$ cat src/rtl/mouse_master_sm_pkg.sv
// PS/2 mouse master: command/response bytes and controller state encodings.
package mouse_master_sm_pkg;

    localparam logic [7:0] CMD_RESET    = 8'hFF;
    localparam logic [7:0] CMD_STREAM   = 8'hF4;
    localparam logic [7:0] RSP_ACK      = 8'hFA;
    localparam logic [7:0] RSP_SELFTEST = 8'hAA;
    localparam logic [7:0] RSP_ID       = 8'h00;

    typedef enum logic [3:0] {
        ST_SEND_RST = 4'd0,
        ST_WT_SENT1 = 4'd1,
        ST_WT_ACK1  = 4'd2,
        ST_WT_BAT   = 4'd3,
        ST_WT_ID    = 4'd4,
        ST_SEND_EN  = 4'd5,
        ST_WT_SENT2 = 4'd6,
        ST_WT_ACK2  = 4'd7,
        ST_PKT_B0   = 4'd8,
        ST_PKT_B1   = 4'd9,
        ST_PKT_B2   = 4'd10,
        ST_PUBLISH  = 4'd11
    } state_t;

    // Init states that are guarded by the progress timeout.
    function automatic logic is_init_wait(input state_t s);
        return s inside {ST_WT_SENT1, ST_WT_ACK1, ST_WT_BAT, ST_WT_ID,
                         ST_SEND_EN, ST_WT_SENT2, ST_WT_ACK2};
    endfunction

    // States in which the receiver is armed.
    function automatic logic is_rx_state(input state_t s);
        return s inside {ST_WT_ACK1, ST_WT_BAT, ST_WT_ID, ST_WT_ACK2,
                         ST_PKT_B0, ST_PKT_B1, ST_PKT_B2};
    endfunction

endpackage

$ cat src/rtl/mouse_master_sm.sv
// PS/2 mouse master: runs the reset/enable handshake, then assembles 3-byte
// movement packets and publishes them with a one-cycle interrupt.
module mouse_master_sm
    import mouse_master_sm_pkg::*;
#(
    parameter int unsigned TIMEOUT_CYC = 100_000_000
) (
    input  logic       CLK,
    input  logic       RESET,
    output logic       SEND_BYTE,
    output logic [7:0] BYTE_TO_SEND,
    input  logic       BYTE_SENT,
    output logic       READ_ENABLE,
    input  logic [7:0] BYTE_READ,
    input  logic [1:0] BYTE_ERROR_CODE,
    input  logic       BYTE_READY,
    output logic [7:0] MOUSE_STATUS,
    output logic [7:0] MOUSE_DX,
    output logic [7:0] MOUSE_DY,
    output logic       SEND_INTERRUPT
);

    localparam int unsigned CNT_W = (TIMEOUT_CYC > 1) ? $clog2(TIMEOUT_CYC) : 1;

    state_t           state, state_nxt;
    logic [CNT_W-1:0] tmo_cnt;
    logic [7:0]       status_sh, dx_sh, dy_sh;
    logic [7:0]       status_sh_nxt, dx_sh_nxt, dy_sh_nxt;
    logic [7:0]       status_nxt, dx_nxt, dy_nxt, byte_to_send_nxt;
    logic             send_byte_nxt, read_enable_nxt, send_int_nxt;
    logic             rx_ok_c, tmo_hit_c;

    assign rx_ok_c   = BYTE_READY && (BYTE_ERROR_CODE == 2'b00);
    assign tmo_hit_c = (tmo_cnt == CNT_W'(TIMEOUT_CYC - 1));

    // State, timeout counter, shadows and registered outputs.
    always_ff @(posedge CLK) begin
        if (RESET) begin
            state          <= ST_SEND_RST;
            tmo_cnt        <= '0;
            status_sh      <= '0;
            dx_sh          <= '0;
            dy_sh          <= '0;
            SEND_BYTE      <= 1'b0;
            BYTE_TO_SEND   <= '0;
            READ_ENABLE    <= 1'b0;
            MOUSE_STATUS   <= '0;
            MOUSE_DX       <= '0;
            MOUSE_DY       <= '0;
            SEND_INTERRUPT <= 1'b0;
        end else begin
            state          <= state_nxt;
            tmo_cnt        <= (state_nxt == state && is_init_wait(state))
                              ? tmo_cnt + CNT_W'(1) : '0;
            status_sh      <= status_sh_nxt;
            dx_sh          <= dx_sh_nxt;
            dy_sh          <= dy_sh_nxt;
            SEND_BYTE      <= send_byte_nxt;
            BYTE_TO_SEND   <= byte_to_send_nxt;
            READ_ENABLE    <= read_enable_nxt;
            MOUSE_STATUS   <= status_nxt;
            MOUSE_DX       <= dx_nxt;
            MOUSE_DY       <= dy_nxt;
            SEND_INTERRUPT <= send_int_nxt;
        end
    end

    // Next state and next output values; a received byte beats timeout expiry.
    always_comb begin
        state_nxt        = state;
        send_byte_nxt    = 1'b0;
        byte_to_send_nxt = BYTE_TO_SEND;
        send_int_nxt     = 1'b0;
        status_nxt       = MOUSE_STATUS;
        dx_nxt           = MOUSE_DX;
        dy_nxt           = MOUSE_DY;
        status_sh_nxt    = status_sh;
        dx_sh_nxt        = dx_sh;
        dy_sh_nxt        = dy_sh;

        case (state)
            ST_SEND_RST: begin
                state_nxt        = ST_WT_SENT1;
                send_byte_nxt    = 1'b1;
                byte_to_send_nxt = CMD_RESET;
            end
            ST_WT_SENT1: begin
                if (BYTE_SENT)      state_nxt = ST_WT_ACK1;
                else if (tmo_hit_c) state_nxt = ST_SEND_RST;
            end
            ST_WT_ACK1: begin
                if (BYTE_READY)
                    state_nxt = (rx_ok_c && BYTE_READ == RSP_ACK) ? ST_WT_BAT : ST_SEND_RST;
                else if (tmo_hit_c) state_nxt = ST_SEND_RST;
            end
            ST_WT_BAT: begin
                if (BYTE_READY)
                    state_nxt = (rx_ok_c && BYTE_READ == RSP_SELFTEST) ? ST_WT_ID : ST_SEND_RST;
                else if (tmo_hit_c) state_nxt = ST_SEND_RST;
            end
            ST_WT_ID: begin
                if (BYTE_READY)
                    state_nxt = (rx_ok_c && BYTE_READ == RSP_ID) ? ST_SEND_EN : ST_SEND_RST;
                else if (tmo_hit_c) state_nxt = ST_SEND_RST;
            end
            ST_SEND_EN: begin
                state_nxt        = ST_WT_SENT2;
                send_byte_nxt    = 1'b1;
                byte_to_send_nxt = CMD_STREAM;
            end
            ST_WT_SENT2: begin
                if (BYTE_SENT)      state_nxt = ST_WT_ACK2;
                else if (tmo_hit_c) state_nxt = ST_SEND_RST;
            end
            ST_WT_ACK2: begin
                if (BYTE_READY)
                    state_nxt = (rx_ok_c && BYTE_READ == RSP_ACK) ? ST_PKT_B0 : ST_SEND_RST;
                else if (tmo_hit_c) state_nxt = ST_SEND_RST;
            end
            // Bit 3 is always set in a status byte; anything else is dropped to resync.
            ST_PKT_B0: begin
                if (rx_ok_c && BYTE_READ[3]) begin
                    status_sh_nxt = BYTE_READ;
                    state_nxt     = ST_PKT_B1;
                end
            end
            ST_PKT_B1: begin
                if (BYTE_READY) begin
                    if (rx_ok_c) begin
                        dx_sh_nxt = BYTE_READ;
                        state_nxt = ST_PKT_B2;
                    end else begin
                        state_nxt = ST_PKT_B0;
                    end
                end
            end
            ST_PKT_B2: begin
                if (BYTE_READY) begin
                    if (rx_ok_c) begin
                        dy_sh_nxt = BYTE_READ;
                        state_nxt = ST_PUBLISH;
                    end else begin
                        state_nxt = ST_PKT_B0;
                    end
                end
            end
            ST_PUBLISH: begin
                status_nxt   = status_sh;
                dx_nxt       = dx_sh;
                dy_nxt       = dy_sh;
                send_int_nxt = 1'b1;
                state_nxt    = ST_PKT_B0;
            end
            default: state_nxt = ST_SEND_RST;
        endcase

        read_enable_nxt = is_rx_state(state_nxt);
    end

endmodule
$ cat config.mk
export PLATFORM = sky130hd
export DESIGN_NAME = mouse_master_sm
export DESIGN_NICKNAME = d
export VERILOG_FILES = /design/src/rtl/mouse_master_sm_pkg.sv /design/src/rtl/mouse_master_sm.sv
export SDC_FILE = /design/constraint.sdc
export NUM_CORES = 1
export LEC_CHECK = 0
export BUFFER_PORTS_ARGS = -buffer_cell sky130_fd_sc_hd__buf_2
export CORE_MARGIN = 4
export CORE_UTILIZATION = 50
export DETAILED_ROUTE_END_ITERATION = 6
export PLACE_DENSITY = 0.74
export SLEW_MARGIN = 20
export SYNTH_ARGS = -nofsm -noshare
export SYNTH_HDL_FRONTEND = slang
export SYNTH_SLANG_ARGS = --single-unit
$ cat constraint.sdc
create_clock -name CLK -period 3.2 [get_ports CLK]
set_input_delay 0.96 -clock CLK [delete_from_list [all_inputs] [get_ports CLK]]
set_output_delay 0.96 -clock CLK [all_outputs]
set_load 0.005 [all_outputs]
Yosys cells after proc, flatten, opt, wreduce, memory -nomap -nowiden:

Index checks and enable logic that the tools add are counted.

* flip-flop bits (word level): 90
* output and inout bits: 35
* logic and storage cells: 73
* bits of input ports: 14

* add/sub/neg operators: 1
* multiplexer cells: 20
* reduce and logical (&&, ||, !) cells: 17
* bitwise operators: 1
* equality and inequality tests: 22

Operators by type and width (number)
* $pmux W4 S12: 1
* $mux W4: 11
* $eq A4 B4 Y1 const B: 7
* $add A27 B1 Y27 const B: 1
* $eq A27 B27 Y1 const B: 1
* $eq A4 B3 Y1 const B: 6
* $eq A4 B2 Y1 const B: 4
* $eq A8 B8 Y1 const B: 2
* $pmux W8 S2: 1
* $reduce_bool A7 Y1: 2
* $logic_not A8 Y1: 1
* $logic_and A1 B1 Y1: 6
* $mux W2: 3
* $mux W3: 2
* $reduce_and A3 Y1: 2
* $eq A4 B1 Y1 const B: 1
* $eq A4 B4 Y1: 1
* $logic_not A4 Y1: 1
* $reduce_or A2 Y1: 2
* $logic_not A2 Y1: 1
* $mux W1: 2
* $reduce_and A2 Y1: 1
* $reduce_bool A2 Y1: 1
* $not A1 Y1: 1

Logic depth before layout (Yosys ltp):

Gate-level depths: netlist (run 1).

* depth in word-level cells: 10
* depth in mapped cells: 9

Worst setup path after synthesis (run 1):

No wires, ideal clock.

* path kind: input to register
* start: input port BYTE_ERROR_CODE[1]
* end: register tmo_cnt[18]
* slack: 0.380 ns
* stages on the path: 7
* library setup time: 0.142 ns
* buffers on the path: 1
* arrival time: 2.678 ns
* required time: 3.058 ns
* cells stage by stage: nor3b_2 -> a22oi_1 -> or2_1 -> and4b_1 -> a211oi_2 -> clkbuf_1 -> nor4_2

* cells in the longest elaborated chain, start to end: 10
* elaborated cells between the ends (all ways): 24
* classes of those cells: eq/ne: 1; mux: 14; bitwise: 1; reduce/logical: 8

RTL lines
* start: declaration: RTL line mouse_master_sm.sv:15 `input logic [1:0] BYTE_ERROR_CODE,`
* $logic_not A2 Y1 (*): RTL line mouse_master_sm.sv:33 `assign rx_ok_c = BYTE_READY && (BYTE_ERROR_CODE == 2'b00);`
* $logic_and A1 B1 Y1 (*): RTL line mouse_master_sm.sv:33
* $logic_and A1 B1 Y1 (on tied branches)
* $mux W3, or another cell as far along: RTL line mouse_master_sm.sv:103 `state_nxt = (rx_ok_c && BYTE_READ == RSP_ID) ? ST_SEND_EN : ST_SEND_RST;`
* $mux W4 (on tied branches)
* $pmux W4 S12 (*): RTL line mouse_master_sm.sv:81 `case (state)`
* $eq A4 B4 Y1 (*): RTL line mouse_master_sm.sv:53 `tmo_cnt <= (state_nxt == state && is_init_wait(state))`
* $logic_and A1 B1 Y1 (*): RTL line mouse_master_sm.sv:53
* $not A1 Y1 (no source line) (*)
* $reduce_or A2 Y1 (no source line) (*)
* end signal: assignment: RTL line mouse_master_sm.sv:53
* end: declaration: RTL line mouse_master_sm.sv:26 `logic [CNT_W-1:0] tmo_cnt;`

Mark *: on every way between the ends. The rest lies on a longest branch, timed or not.
A chain may end at the register's enable or synchronous reset.

Final worst setup path (run 1):

* start: register tmo_cnt[0]
* end: register tmo_cnt[7]

* cells in the longest elaborated chain, start to end: 8
* elaborated cells between the ends (all ways): 14
* classes of those cells: add/sub: 1; eq/ne: 2; mux: 8; bitwise: 1; reduce/logical: 2

RTL lines
* $eq A27 B27 Y1: RTL line mouse_master_sm.sv:34 `assign tmo_hit_c = (tmo_cnt == CNT_W'(TIMEOUT_CYC - 1));`
* $mux W4
* $mux W4, or another cell as far along: RTL line mouse_master_sm.sv:116 `if (BYTE_READY)`
* $pmux W4 S12: RTL line mouse_master_sm.sv:81
* $eq A4 B4 Y1: RTL line mouse_master_sm.sv:53
* $logic_and A1 B1 Y1: RTL line mouse_master_sm.sv:53
* $not A1 Y1 (no source line)
* $reduce_or A2 Y1 (no source line)

Parallel ways exist; a longest one is shown, timed or not.

==> results of run 1 <==
==> layer usage <==
| metal | track usage | vias to the layer above | wire, µm | share of wire |
|---|---|---|---|---|
| met4 | 0.0616 | 0 | 140 | 0.016 |
| met5 | 0 | - | 0 | 0 |
| met1 | 0.255 | 1567 | 4050 | 0.47 |
| met2 | 0.307 | 79 | 4150 | 0.48 |
| li1 | - | 1597 | - | - |
| met3 | 0.0397 | 15 | 362 | 0.042 |
==> cells in the mapped netlist (2+ instances only) <==
library cell  number  area share
or2_1              2      0.0032
dfxtp_1           84        0.43
nand2b_1           3      0.0048
and3_1             3      0.0048
buf_2              3      0.0038
clkbuf_1          14       0.013
nand2_1           63       0.060
nand3_1           17       0.022
nor2b_1            4      0.0064
nor4b_1            3      0.0067
buf_4             10       0.019
nor3_1            11       0.014
nand4_1           11       0.017
nor4_2            21       0.067
mux2i_1           25       0.064
a31oi_1            2      0.0032
xor2_1            18       0.040
nor2_1            42       0.040
and2_1             3      0.0048
buf_6              4       0.011
a21o_1             3      0.0057
and4_1             6       0.013
o21ai_0            3      0.0038
xnor2_1            7       0.016
nor4_1             9       0.014
nor3b_1            3      0.0057
a21oi_1           28       0.036
inv_1              4      0.0038
==> cells by family (layout without fill, tap and decap cells) <==
group           Yosys count  after routing  share of synthesized area
flops                    84             84                      0.427
compound gates           48             48                     0.0816
xor+xnor                 26             26                     0.0597
simple gates            213            213                      0.314
buf+inv                  35             79                     0.0514
mux                      25             25                     0.0635
fa+ha+maj                 1              1                    0.00318
==> power breakdown <==
part	leakage [nW]	switching [W]	internal, W	total (W)
sequential	0.678	0.00000977	0.00105	0.00106
clock	0.101	0.000411	0.000371	0.000782
combinational	0.920	0.000140	0.0000755	0.000216
==> through the flow <==
stage / setup WS (ns) / std cells / instance area [µm²]
6_report: 0.575 / 578 / 4450
2_1_floorplan: 0.380 / 432 / 3940
3_5_place_dp: 0.443 / 562 / 4240
4_1_cts: 0.581 / 578 / 4450
3_3_place_gp: 0.569 / 562 / 4240
5_1_grt: 0.405 / 578 / 4450
==> flip-flops by register name (all words and copies together) (netlist names) <==
signal	cells
dx_sh	8
status_sh	8
READ_ENABLE	1
state	4
MOUSE_DX	8
MOUSE_STATUS	8
SEND_INTERRUPT	1
SEND_BYTE	1
MOUSE_DY	8
tmo_cnt	27
BYTE_TO_SEND	2
dy_sh	8
==> layout make-up <==
class	count	area (µm²)	area share
clock buffer	9	124	0.0279
clock inverter	7	81.3	0.0183
inverter	4	15.0	0.00338
multi-input combinational	313	2070	0.465
sequential	84	1680	0.378
tap	102	128	0.0287
timing repair buffer	59	348	0.0782
==> final timing paths <==
path / end / slack, ns / cells after the start
hold reg to reg: MOUSE_DX[5]$_SDFFE_PP0P_ / 0.45 / 2
setup reg to reg: tmo_cnt[7]$_SDFF_PP0_ / 0.58 / 8
setup / recovery: tmo_cnt[7]$_SDFF_PP0_ / 0.58 / 8
hold / removal: MOUSE_DX[5]$_SDFFE_PP0P_ / 0.45 / 2
==> critical path: cells and delay by family (launching register included) <==
kind                     cells  cell delay [ns]
AND/OR/NAND/NOR              4             1.06
buffers and inverters        1             0.22
AO/OA/AOI/OAI                2             0.62
flip-flops                   1             0.40
adder cells (fa/ha/maj)      1             0.20
==> parameters.txt, run 1 <==
Parameter                              Value

Setup path
  Launching element of the worst setup path    tmo_cnt[0]$_SDFF_PP0_
  Type of the worst setup path    reg -> reg
  Peak fanout along the critical path    27
  Worst-path cell chain    ha_1 -> and3_1 -> nand2_4 -> or4_1 -> a311o_1 -> o21ai_4 -> buf_12 -> nor4_1
  Arrival time of data at the critical path endpoint    2.85 ns
  Critical Path End Type    flop
  Startpoint kind of the worst setup timing path    flop
  Cell with the biggest individual delay on the critical path    or4_1
  Crit path largest cell delay    0.51 ns
  Launch point of the worst reg-to-reg path    tmo_cnt[0]$_SDFF_PP0_
  Critical path required time    3.42 ns

Yosys
  Synthesized net count    447
  Syn. warnings    0
  Top flip-flop cell by instance count after synthesis    dfxtp_1
  Count of flip-flops with a built-in enable after synthesis    0
  Cell area after synthesis    0.00394 mm²
  Number of distinct standard cells referenced by the synthesized netlist    54
  Mapped Cells    432
  FF+latch count, synth    84
  Post-synthesis async set-or-reset flop share    0
  Average cell area after synthesis    9.12 µm²
  Sequential-to-total area share from yosys stat    0.427

STA
  Tightest Pin Transition    0.660 ns
  Maximum clock frequency    381 MHz
  Setup Total Neg Slack    0 ns
  Final worst path period share    0.820
  Final-report hold violation count    0
  Final Max Slew Viols    0
  Final worst clock skew    0.0126 ns
  RSZ-0062 raised after global routing    no
  Worst Hold Slack    0.451 ns
  Final period demand of the worst path    2.62 ns
  Normalized max-slew margin    0.557
  Number of failing setup endpoints in the final timing report    0

Finish
  Antenna diodes    0
  Most frequent cells in the layout    dfxtp_1, nand2_1, buf_2
  Utilization after layout    0.578
  Area delta synth->final    12.8%
  Most common library cell in the layout ignoring fill and taps    dfxtp_1
  Number of nets at the end of the flow    486
  Layout cell share with drive strength beyond 1    0.229
  # fillers    728

Placed design
  Count of input and output buffers    48
  Final Wtd Congestion    0.927
  Half-perimeter wire length after placement    6100 µm

Clock network
  Number of buffers on the longest clock path    2
  Count of H-tree levels built during CTS    3
  Later-pin clock latency in the skew report    0.36 ns
  Buffer type at the clock tree root    clkbuf_8
  Num CTS Buffers    9
  Buffers inserted during post-CTS setup optimization    0
  Register clock-pin slew on the reported worst setup and hold paths    0.09 ns
  Post_cts resized    0
  CTS tree    built
  Hold buffers post-CTS    0
  Total number of clock tree sinks    84

Detailed routing
  Total Wirelength    8700 µm
  Via density    5.64
  Detail Route Antenna Nets    0
  Total number of vias    3,258
  DRT Pass-1 Iters    5
  Average wire per standard cell    15.0 µm
  Iteration-0 DRC count of the detailed router    221
  # DRC    0

Outcome
  Result of the run    finished, final reports clean

Floorplanning
  Initial core utilization    0.513
  Die boundary width    96.8 µm
  Area of the core    0.00769 mm²
  Number of core rows    32
  Area of the die    0.00936 mm²
  Vertical die dimension    96.8 µm
  I/O pins    49

Power and ir drop
  Static leakage    1.70 nW
  Power per cell area    464 mW/mm²
  Max IR drop VDD    0.237 mV
  Total power of the final layout    0.00206 W

Global route
  Via count of the first global-routing pass    3,113
  Total global-route track usage    0.190
  Maximum number of pins on one net before global-route repair    52
  Overall overflow remaining after global route    0
  Initial antenna violation count    0
  Wire length of the first global-routing pass    15,100 µm

Hold path
  Hold_sp    dx_sh[5]$_SDFFE_PP0P_
  Hold/Removal Path Class    reg -> reg

Job
  Maximum capacitance violations    0
Note: power is estimated with default switching activity, not from simulation.
==> run 2, diff against run 1 <==
- clock period: 3.2 -> 2.5 ns (I/O delays scaled with it)
==> parameters.txt, run 2 (same netlist as run 1, synthesis figures left out) <==
Parameter                              Value

STA
  Final worst clock skew    0.00969 ns (-0.00286 ns)
  Final worst path period share    0.957
  Number of failing setup endpoints in the final timing report    0 (unchanged)
  Final Max Slew Viols    0 (unchanged)
  Final period demand of the worst path    2.39 ns
  Tightest Pin Transition    0.839 ns (+0.178 ns)
  Normalized max-slew margin    0.427 (-0.131)
  Maximum clock frequency    418 MHz
  Final-report hold violation count    0 (unchanged)

Clock network
  Total number of clock tree sinks    84 (unchanged)
  Hold buffers post-CTS    0 (unchanged)
  Buffer type at the clock tree root    clkbuf_8
  Register clock-pin slew on the reported worst setup and hold paths    0.08 ns (about the same)
  Number of buffers on the longest clock path    2 (unchanged)
  Num CTS Buffers    9 (unchanged)
  Later-pin clock latency in the skew report    0.35 ns (about the same)
  CTS tree    built
  Count of H-tree levels built during CTS    3 (unchanged)

Hold path
  Sink of the worst hold path    MOUSE_STATUS[5]$_SDFFE_PP0P_
  Hold Path Cell Cnt    2 (unchanged)
  Hold/Removal Path Class    reg -> reg
  Hold_sp    MOUSE_STATUS[5]$_SDFFE_PP0P_

Global route
  Total global-route track usage    0.189 (-0.00184)
  Overall overflow remaining after global route    0 (unchanged)
  Initial antenna violation count    0 (unchanged)
  Wire length of the first global-routing pass    14,900 µm (-1.4%)
  Via count of the first global-routing pass    3,155 (+1.3%)
  Maximum number of pins on one net before global-route repair    57 (+9.6%)

Finish
  Number of nets at the end of the flow    518 (+6.6%)
  Design Area, Final    0.00469 mm² (+5.5%)
  # fillers    674 (-7.4%)
  Antenna diodes    0 (unchanged)
  Register containing the most flip-flops in the final layout    tmo_cnt
  Layout cell share with drive strength beyond 1    0.274 (+0.0446)
  Area delta synth->final    19.0%
  Most frequent cells in the layout    dfxtp_1, nand2_1, buf_2
  Max FFs per register    27 (unchanged)
  Utilization after layout    0.610 (+0.0316)
  Most common library cell in the layout ignoring fill and taps    dfxtp_1

Detailed routing
  Total number of vias    3,309 (+1.6%)
  Average wire per standard cell    14.4 µm (-4.5%)
  Iteration-0 DRC count of the detailed router    219 (-0.90%)
  Via density    5.42 (-3.8%)
  Total Wirelength    8760 µm (+0.77%)
  Detail Route Antenna Nets    0 (unchanged)
  DRT Pass-1 Iters    4 (-1)
  # DRC    0 (unchanged)

Power and ir drop
  Max IR drop VDD    0.275 mV (+16%)
  Power per cell area    554 mW/mm² (+19%)
  Static leakage    1.85 nW (+8.7%)

Setup path
  Arrival time of data at the critical path endpoint    2.64 ns (-0.21 ns)
  Launching element of the worst setup path    BYTE_READ[6]
  Register-to-Register Setup Slack    0.13 ns (-0.45 ns)
  Critical path required time    2.74 ns (-0.68 ns)
  Type of the worst setup path    in -> reg
  Startpoint kind of the worst setup timing path    primary input
  Peak fanout along the critical path    15 (-44%)
  Worst reg2reg endpoint    tmo_cnt[3]$_SDFF_PP0_
  Critical Path End Type    flop
  Launch point of the worst reg-to-reg path    tmo_cnt[1]$_SDFF_PP0_
  Worst Reg2Reg Path Length in Cells    9 (+1)

Floorplanning
  I/O pins    49 (unchanged)
  Area of the die    0.00936 mm² (unchanged)
  Number of core rows    32 (unchanged)
  Die boundary width    96.8 µm (unchanged)
  Area of the core    0.00769 mm² (unchanged)
  Vertical die dimension    96.8 µm (unchanged)
  Initial core utilization    0.513 (unchanged)

Placed design
  Half-perimeter wire length after placement    6450 µm (+5.7%)
  Count of input and output buffers    48 (unchanged)
  Final Wtd Congestion    0.892 (-3.8%)
  DP Area    0.00449 mm² (+5.8%)

Outcome
  Result of the run    finished, final reports clean

Job
  Maximum capacitance violations    0 (unchanged)
run 2: cell type report:
class                           count  area (µm²)  area share
Inverter                            4        15.0     0.00320
Clock buffer                       12         135      0.0288
Tap cell                          102         128      0.0272
Sequential cell                    84        1680       0.359
Multi-Input combinational cell    313        2070       0.442
Timing Repair Buffer               91         604       0.129
Clock inverter                      4        50.0      0.0107
run 2: worst max path at each step:
stage / slack, ns / endpoint
after CTS: 0.02 / tmo_cnt[24]$_SDFF_PP0_
after global placement: -0.19 / tmo_cnt[15]$_SDFF_PP0_
after floorplan: -0.11 / tmo_cnt[18]$_SDFF_PP0_
after detailed placement: -0.25 / tmo_cnt[3]$_SDFF_PP0_
after global routing: -0.01 / tmo_cnt[1]$_SDFF_PP0_
final: 0.11 / tmo_cnt[3]$_SDFF_PP0_
run 2: worst max-delay path, cell delays in order:
cell and delay (ns):
buf_2 0.12, and2_1 0.17, a21o_1 0.17, a2111oi_0 0.77, o21ai_4 0.18, buf_12 0.21, nor4_1 0.26
run 2: repair_timing:
action / CTS / global route
buffers inserted: 0 / 1
gates resized for setup: 0 / 3
setup endpoints to repair: 0 / 21
run 2: through the flow:
stage                     worst slack, ns  power (W)  hold WS (ns)  TNS (ns)  std cells
final                               0.106    0.00260         0.452         0        610
after global routing              -0.0128    0.00271         0.466   -0.0128        610
after CTS                          0.0188    0.00261         0.456         0        609
after detailed placement           -0.254    0.00170         0.445     -4.62        593
after global placement             -0.186    0.00170         0.440     -4.12        593
after floorplan                    -0.110    0.00159         0.431     -2.17        432
run 2: metal layers:
layer / part of all wire / wire (µm) / GRT usage / vias to the layer above
li1: - / - / - / 1663
met3: 0.060 / 524 / 0.0483 / 6
met5: 0 / 0 / 0 / -
met2: 0.47 / 4110 / 0.303 / 85
met4: 0.0087 / 76 / 0.0464 / 0
met1: 0.46 / 4060 / 0.255 / 1555
run 2: power by group:
| group | leakage [nW] | internal (W) | total [W] | switching (W) |
|---|---|---|---|---|
| Sequential | 0.678 | 0.00135 | 0.00136 | 0.0000109 |
| Combinational | 1.08 | 0.000130 | 0.000320 | 0.000190 |
| Clock | 0.0866 | 0.000461 | 0.000917 | 0.000455 |
==> run 3, diff against run 2 <==
- BUFFER_PORTS_ARGS: -buffer_cell sky130_fd_sc_hd__buf_2 -> not set
- DONT_BUFFER_PORTS: not set -> 1
- PLACE_DENSITY: 0.74 -> 0.69
==> parameters.txt, run 3 (same netlist as run 1, synthesis figures left out) <==
Parameter                              Value

Detailed routing
  Detail Route Antenna Nets    0 (unchanged)
  Iteration-0 DRC count of the detailed router    177 (-19%)
  # DRC    0 (unchanged)
  DRT Pass-1 Iters    4 (unchanged)
  Via density    5.70 (+5.1%)
  Average wire per standard cell    16.4 µm (+14%)
  Total Wirelength    8830 µm (+0.80%)
  Total number of vias    3,079 (-7.0%)

Clock network
  Buffer type at the clock tree root    clkbuf_8
  Hold buffers post-CTS    0 (unchanged)
  Later-pin clock latency in the skew report    0.36 ns (about the same)
  Count of H-tree levels built during CTS    3 (unchanged)
  Total number of clock tree sinks    84 (unchanged)
  Num CTS Buffers    9 (unchanged)
  Register clock-pin slew on the reported worst setup and hold paths    0.10 ns (+0.02 ns)
  Number of buffers on the longest clock path    2 (unchanged)
  CTS tree    built

Setup path
  Peak fanout along the critical path    7 (-8)
  Worst Reg2Reg Path Length in Cells    8 (-1)
  Critical path capture point    tmo_cnt[9]$_SDFF_PP0_
  Register-to-Register Setup Slack    0.13 ns (about the same)
  Launching element of the worst setup path    tmo_cnt[0]$_SDFF_PP0_
  Startpoint kind of the worst setup timing path    flop
  Worst reg2reg endpoint    tmo_cnt[9]$_SDFF_PP0_
  Critical Path End Type    flop
  Critical path required time    2.75 ns (about the same)
  Type of the worst setup path    reg -> reg
  Launch point of the worst reg-to-reg path    tmo_cnt[0]$_SDFF_PP0_
  Arrival time of data at the critical path endpoint    2.62 ns (-0.02 ns)

STA
  Final worst path period share    0.949 (-0.00804)
  Maximum clock frequency    421 MHz (+0.85%)
  Final Max Slew Viols    0 (unchanged)
  Tightest Pin Transition    0.562 ns (-0.276 ns)
  RSZ-0062 raised after global routing    no
  Worst Hold Slack    0.450 ns (-0.00212 ns)
  Final period demand of the worst path    2.37 ns (-0.0201 ns)
  Final-report hold violation count    0 (unchanged)
  Number of failing setup endpoints in the final timing report    0 (unchanged)
  Final worst clock skew    0.00872 ns (-0.000968 ns)
  Setup Total Neg Slack    0 ns (unchanged)
  Normalized max-slew margin    0.624 (+0.198)

Finish
  Area delta synth->final    9.27%
  Register containing the most flip-flops in the final layout    tmo_cnt
  Number of nets at the end of the flow    448 (-14%)
  Antenna diodes    0 (unchanged)
  Most common library cell in the layout ignoring fill and taps    dfxtp_1
  Max FFs per register    27 (unchanged)
  Layout cell share with drive strength beyond 1    0.167 (-0.107)
  Utilization after layout    0.560 (-0.0498)
  Most frequent cells in the layout    dfxtp_1, nand2_1, nor2_1

Outcome
  Result of the run    finished, final reports clean

Global route
  Wire length of the first global-routing pass    14,600 µm (-2.0%)
  Overall overflow remaining after global route    0 (unchanged)
  Initial antenna violation count    0 (unchanged)
  Via count of the first global-routing pass    3,014 (-4.5%)
  Total global-route track usage    0.188 (-0.000730)
  Maximum number of pins on one net before global-route repair    58 (+1.8%)

Placed design
  Count of input and output buffers    0 (-100%)
  Half-perimeter wire length after placement    5990 µm (-7.1%)
  Final Wtd Congestion    0.918 (+2.9%)

Hold path
  Hold/Removal Path Class    in -> reg

Floorplanning
  Vertical die dimension    96.8 µm (unchanged)
  I/O pins    49 (unchanged)
  Number of core rows    32 (unchanged)
  Area of the die    0.00936 mm² (unchanged)
  Die boundary width    96.8 µm (unchanged)
  Initial core utilization    0.513 (unchanged)
  Area of the core    0.00769 mm² (unchanged)

Power and ir drop
  Static leakage    1.52 nW (-18%)
  Total power of the final layout    0.00257 W (-1.1%)
  Power per cell area    596 mW/mm² (+7.7%)
  Max IR drop VDD    0.296 mV (+7.6%)

Job
  Maximum capacitance violations    0 (unchanged)
## run 3: cell count changes in the layout (fill, tap and decap cells not counted), sizes merged
cell    change
inv         +5
bufinv      -1
buf        -71
clkbuf      -2
clkinv      -1
## run 3: how the worst min path moves through the flow
stage / startpoint / to / cells past startpoint
after floorplan: status_sh[0]$_SDFFE_PP0P_ / MOUSE_STATUS[0]$_SDFFE_PP0P_ / 2
after global placement: dx_sh[4]$_SDFFE_PP0P_ / MOUSE_DX[4]$_SDFFE_PP0P_ / 2
after CTS: RESET / MOUSE_STATUS[1]$_SDFFE_PP0P_ / 1
after detailed placement: dx_sh[7]$_SDFFE_PP0P_ / MOUSE_DX[7]$_SDFFE_PP0P_ / 2
final: RESET / state[3]$_SDFF_PP0_ / 1
after global routing: RESET / MOUSE_DX[7]$_SDFFE_PP0P_ / 1
## run 3: cell type report
class,count,area [µm²]
clock buffer,9,124
clock inverter,7,66.3
fill,719,3380
inverter,4,15.0
multi-input combinational,313,2070
sequential,84,1680
tap,102,128
timing repair buffer,21,216
## run 3: timing repair
| action | 4_1_cts | 5_1_grt |
|---|---|---|
| endpoints found under the hold margin | 0 | 0 |
| setup endpoints to repair | 0 | 28 |
| setup buffers | 0 | 2 |
| resized for setup | 0 | 2 |
## run 3: worst max-delay path, cell delays in order (launching register included)
cell	delay, ns
dfxtp_2	0.37
ha_1	0.19
and3_4	0.21
nand2_4	0.06
or4_1	0.50
a311o_1	0.39
o21ai_4	0.27
clkbuf_16	0.22
nor4_2	0.05
## run 3: metal layers
metal	GRT usage	vias up	part of all wire
li1	-	1523	-
met1	0.234	1477	0.46
met2	0.306	67	0.48
met3	0.0606	12	0.049
met4	0.0648	0	0.014
met5	0	-	0
## run 3: stage by stage
step                area (µm²)  cells  setup slack (ns)
finish                    4310    540             0.127
global route              4310    540           0.00102
global placement          4060    520             0.148
floorplan                 3940    432            -0.110
CTS                       4250    536            0.0529
detailed placement        4060    520            0.0816
## run 3: report_power, final
group	internal [W]	leakage [nW]	switching, W
clock	0.000389	0.0922	0.000565
combinational	0.000100	0.748	0.000148
sequential	0.00135	0.678	0.0000156
total	0.00184	1.52	0.000729
